**src/rtl/cpu_pkg.sv**
```systemverilog
// rtl/cpu_pkg.sv - shared register-destination select codes and stage entry type
package cpu_pkg;

   // Decode-stage destination select encodings
   localparam logic [1:0] REGDST_RT = 2'd0;
   localparam logic [1:0] REGDST_RA = 2'd1;
   localparam logic [1:0] REGDST_SP = 2'd2;
   localparam logic [1:0] REGDST_RD = 2'd3;

   // Architectural register indices for link register and stack pointer
   localparam int RA_REG_IDX = 31;
   localparam int SP_REG_IDX = 29;

   // Default register address width of the register bank
   localparam int REG_ADDR_W = 5;

   // Tracking-pipeline entry at the default address width
   typedef struct packed {
      logic                  v;
      logic [REG_ADDR_W-1:0] addr;
   } stage_entry_t;

endpackage

```
**src/rtl/reg_dest_sel.sv**
```systemverilog
// rtl/reg_dest_sel.sv - combinational write-destination register select
module reg_dest_sel
   import cpu_pkg::*;
#(
   parameter int ADDR_W = 5,
   parameter int RA_REG = RA_REG_IDX,
   parameter int SP_REG = SP_REG_IDX
) (
   input  logic [1:0]        sel,
   input  logic [ADDR_W-1:0] rt,
   input  logic [ADDR_W-1:0] rd,
   output logic [ADDR_W-1:0] dest
);

   localparam logic [ADDR_W-1:0] RA_ADDR = ADDR_W'(RA_REG);
   localparam logic [ADDR_W-1:0] SP_ADDR = ADDR_W'(SP_REG);

   // Every 2-bit select code maps to a destination, so the mux is total
   always_comb begin
      dest = rt;
      case (sel)
         REGDST_RT: dest = rt;
         REGDST_RA: dest = RA_ADDR;
         REGDST_SP: dest = SP_ADDR;
         REGDST_RD: dest = rd;
      endcase
   end

endmodule

```
**src/rtl/reg_dest_pipe.sv**
```systemverilog
// rtl/reg_dest_pipe.sv - destination tracking pipeline with pending-write scoreboard
module reg_dest_pipe
   import cpu_pkg::*;
#(
   parameter int ADDR_W   = 5,
   parameter int NUM_REGS = 32,
   parameter int DEPTH    = 3,
   parameter int RA_REG   = RA_REG_IDX,
   parameter int SP_REG   = SP_REG_IDX
) (
   input  logic                       clk,
   input  logic                       reset,
   input  logic [1:0]                 sel,
   input  logic [ADDR_W-1:0]          rt,
   input  logic [ADDR_W-1:0]          rd,
   input  logic                       issue,
   input  logic                       reg_write,
   input  logic                       advance,
   input  logic                       flush,
   input  logic [ADDR_W-1:0]          rs_q,
   input  logic [ADDR_W-1:0]          rt_q,
   output logic [ADDR_W-1:0]          dest_now,
   output logic [ADDR_W-1:0]          dest_out,
   output logic                       wb_valid,
   output logic                       wb_fire,
   output logic                       hazard_rs,
   output logic                       hazard_rt,
   output logic [NUM_REGS-1:0]        pending_mask,
   output logic [$clog2(DEPTH+1)-1:0] in_flight
);

   localparam int CNT_W = $clog2(DEPTH+1);

   typedef struct packed {
      logic              v;
      logic [ADDR_W-1:0] addr;
   } stage_t;

   stage_t              stg      [DEPTH];
   logic [NUM_REGS-1:0] mask_acc [DEPTH+1];
   logic [CNT_W-1:0]    cnt_acc  [DEPTH+1];
   logic                head_live;

   reg_dest_sel #(
      .ADDR_W (ADDR_W),
      .RA_REG (RA_REG),
      .SP_REG (SP_REG)
   ) u_sel (
      .sel  (sel),
      .rt   (rt),
      .rd   (rd),
      .dest (dest_now)
   );

   // Writes to $0 are discarded at entry so they never count as pending
   assign head_live = issue & reg_write & (dest_now != '0);

   assign mask_acc[0] = '0;
   assign cnt_acc[0]  = '0;

   for (genvar i = 0; i < DEPTH; i++) begin : g_stage
      stage_t ent;

      if (i == 0) begin : g_head
         // Entry stage: captures the decoded destination when the pipe advances
         always_ff @(posedge clk) begin
            if (reset) begin
               ent.v    <= 1'b0;
               ent.addr <= '0;
            end else if (flush) begin
               ent.v    <= 1'b0;
            end else if (advance) begin
               ent.v    <= head_live;
               ent.addr <= dest_now;
            end
         end
      end else begin : g_tail
         // Later stages: shift the previous stage forward when the pipe advances
         always_ff @(posedge clk) begin
            if (reset) begin
               ent.v    <= 1'b0;
               ent.addr <= '0;
            end else if (flush) begin
               ent.v    <= 1'b0;
            end else if (advance) begin
               ent <= stg[i-1];
            end
         end
      end

      assign stg[i]        = ent;
      assign mask_acc[i+1] = mask_acc[i] | (ent.v ? (NUM_REGS'(1) << ent.addr) : '0);
      assign cnt_acc[i+1]  = cnt_acc[i] + CNT_W'(ent.v);
   end

   assign dest_out     = stg[DEPTH-1].addr;
   assign wb_valid     = stg[DEPTH-1].v;
   assign wb_fire      = wb_valid & advance;
   assign pending_mask = mask_acc[DEPTH];
   assign in_flight    = cnt_acc[DEPTH];
   assign hazard_rs    = (rs_q != '0) & pending_mask[rs_q];
   assign hazard_rt    = (rt_q != '0) & pending_mask[rt_q];

endmodule

```
**config.mk**
```make
export PLATFORM = sky130hd
export DESIGN_NAME = reg_dest_pipe
export DESIGN_NICKNAME = d
export VERILOG_FILES = /design/src/rtl/cpu_pkg.sv /design/src/rtl/reg_dest_sel.sv /design/src/rtl/reg_dest_pipe.sv
export SDC_FILE = /design/constraint.sdc
export NUM_CORES = 1
export LEC_CHECK = 0
export BUFFER_PORTS_ARGS = -buffer_cell sky130_fd_sc_hd__buf_2
export CAP_MARGIN = 20
export CORE_MARGIN = 3
export CORE_UTILIZATION = 30
export DETAILED_ROUTE_END_ITERATION = 8
export GPL_TIMING_DRIVEN = 0
export HOLD_SLACK_MARGIN = 0.02
export MAX_ROUTING_LAYER = met4
export PLACE_DENSITY = 0.59
export SYNTH_ARGS = -nofsm -noshare
export SYNTH_HDL_FRONTEND = slang
export SYNTH_SLANG_ARGS = --single-unit
```
**constraint.sdc**
```tcl
create_clock -name clk -period 3.75 [get_ports clk]
set_input_delay 0.9375 -clock clk [delete_from_list [all_inputs] [get_ports clk]]
set_output_delay 0.9375 -clock clk [all_outputs]
set_load 0.01 [all_outputs]
```
==> flow_summary.yaml <==
cells_and_area:
  utilization_pct: 39.05
  num-fill-cells: 824
  antenna_cells: 0
  final_layout_size_suffix_gt1_share_pct: 25.06
  stdcell_count: 522
  final_cell_mix: "buf_2 (84), nand2_1 (64), a21oi_1 (26)"
  layout_commonest_cell: "buf_2"
  area_growth_pct: 22.90
  nets: 454
logic_synthesis:
  postSynthCellCount: 346
  avgSynthCellArea_um2: 6.838
  ys_top_cells_by_area: "dfxtp_1 (15%), nand2_1 (10%), a21oi_1 (5.5%)"
  synth_nets: 375
  postSynth.asyncResetShare_pct: 0
  synth.distinct_cells: 63
  yosysWarnings: 0
  synthesis.area_um2: 2366
  ys_ff_latch: 18
  synth_edf_count: 0
  synth_top_flop_cell: "dfxtp_1"
  yosysTopAreaCell: "dfxtp_1"
  yosysTopAreaCellShare_pct: 15.23
  ys_seq_area_share_pct: 15.23
sta:
  slew_headroom_pct: 58.16
  rsz0062_at_grt: "false"
  period_needed_ps: 3594
  final-setup-viol-count: 0
  fmax_ghz: 0.2782
  tightest_slew_ps: 627.7
  period_share_pct: 95.84
  fin_setup_tns_ps: 0
  slew_violations: 0
  skew_ps: 6.945
  final-hold-violation-count: 0
critical_path:
  cp_slowest_cell: "a222oi_1"
  path_max_fanout: 10
  crit_path_start_kind: "flop"
  r2r_slack_ps: 2470
  endpoint_kind: "output pin"
  timing.critical_path.buf_inv: 2
  regToRegStartpoint: "g_stage[1].ent[0]"
  cp_data_required_time_ps: 2810
  max_stage_delay_ps: 570
  cp_cell_sequence: "buf_1 -> nor2_1 -> a222oi_1 -> a311oi_1 -> a21oi_1 -> o311ai_1 -> buf_2"
  cp_top_family: "compound AO/OA/AOI/OAI gates"
  rr_worst_depth: 3
  arrival_ps: 2660
  crit_type: "flop to output pin"
  path_depth: 7
  r2r-end: "g_stage[1].ent[0]"
place:
  gp_congestion: 1.024
  placedCellCount: 517
  hpwl_mm: 6.928
  port_buffers: 72
global_route:
  overflow: 0
  grt_pass1_vias: 2820
  groute.usage.overall_pct: 19.85
  antenna_found_initial: 0
  grt_pass1_wl_mm: 14.07
  grt_max_degree: 11
detailed_routing:
  post_drt_wl_per_cell_um: 16.86
  drt_iter0_markers: 347
  postRouteAntennaNets: 0
  drt_pass1_iterations: 5
  num_vias: 3064
  viasPerCell: 5.870
  wl_mm: 8.801
  drc: 0
clock_tree:
  clockBufferDepth: 2
  h-tree-depth: 1
  ctsHoldBuffers: 0
  cts_buffers: 3
  clock-sinks: 18
  path_clk_slew_ps: 70
  clkLatencyLatePin_ps: 250
  cts_root_buf: "clkbuf_8"
  cts_tree: "yes"
floorplan:
  start_util_pct: 31.77
  dieHeight_um: 94.81
  rows: 31
  core_um2: 7447
  die_w_um: 94.81
  dieArea_um2: 8988
  num_io_pins: 76
flow_run:
  maxCapViolations: 0
min_path:
  min_path_type: "flop to flop"
  hp-start: "dest_out[2]"
  holdPathStages: 2
  hold_path_end: "dest_out[2]"
pwr:
  peakVddDrop_mv: 0.1663
  p_leak_nw: 1.344
  power_density_nw_per_um2: 163.6
outcome:
  status: "complete, no violations"
## final cells by class
| type | count | area [um2] | share of cell area (%) |
|---|---|---|---|
| Timing Repair Buffer | 74 | 375.4 | 12.91 |
| Multi-Input combinational cell | 276 | 1769 | 60.84 |
| Inverter | 23 | 86.33 | 2.969 |
| Buffer | 29 | 151.4 | 5.207 |
| Tap cell | 99 | 123.9 | 4.260 |
| Sequential cell | 18 | 360.3 | 12.39 |
| Clock buffer | 3 | 41.29 | 1.420 |
## state kept, by name (all words and copies together), names as in the netlist
| register | flops |
|---|---|
| g_stage.ent | 12 |
| dest_out | 5 |
| wb_valid | 1 |
## report_power, final
group / total, mW / internal, mW / switching, mW
logic: 0.142 / 0.0558 / 0.0860
clock network: 0.134 / 0.0713 / 0.0629
registers: 0.200 / 0.196 / 0.00364
total: 0.476 / 0.323 / 0.153
## logic make-up (layout without fill, tap and decap cells)
group	Yosys count	after routing	share of synthesized area, %
compound gates	113	113	35.91
fa+ha+maj	1	1	0.8461
buf+inv	52	129	9.994
flops	18	18	15.23
mux	4	4	1.745
simple gates	158	158	36.28
## cell usage after synthesis, types with 4 or more instances
library cell  number
a21oi_1           26
a311oi_1           5
inv_1             23
nor2b_1            9
and2_1             8
o32ai_1            8
nand3_1            6
a22oi_1            7
nor2_1            22
a2111oi_0          5
a222oi_1           4
clkbuf_1          11
nand2b_1          10
nand4bb_1          4
nor3_1             4
o21ai_0            5
o22a_1             4
dfxtp_1           18
nand2_1           64
o22ai_1           10
a32oi_1            5
and4b_1            4
buf_2             12
## worst register-to-register path: stages (launching register included)
cell and delay [ps]:
dfxtp_1 460, buf_1 500, nand2_1 100, a21oi_1 160
## stage by stage
stage	hold slack, ps	power [mW]	worst slack, ps	cell area, um2
floorplan	501.8	0.2951	596.0	2366
global placement	536.3	0.3416	213.2	2850
detailed placement	543.4	0.3431	226.1	2850
CTS	552.4	0.4730	158.8	2892
global route	595.4	0.5003	10.67	2908
finish	560.8	0.4758	156.0	2908
## worst max path at each step
stage,startpoint,to,slack (ps)
6_report,g_stage[1].ent[0],hazard_rs,160
3_5_place_dp,rs_q[1],hazard_rs,230
3_3_place_gp,rs_q[1],hazard_rs,210
2_1_floorplan,rs_q[1],hazard_rs,600
5_1_grt,g_stage[1].ent[0],hazard_rs,10
4_1_cts,g_stage[1].ent[0],hazard_rs,160
## per-layer routing
layer,global-route usage [%],part of all wire (%)
met2,30.48,46
met3,2.072,6.8
met5,-,0
met1,27.94,46
met4,4.567,1.2
## timing repair
item	CTS	global route
resized for setup	0	3
setup buffers	0	2
hold endpoints to repair	0	0
setup endpoints to repair	0	2
Power figures use the tool's default switching activity.
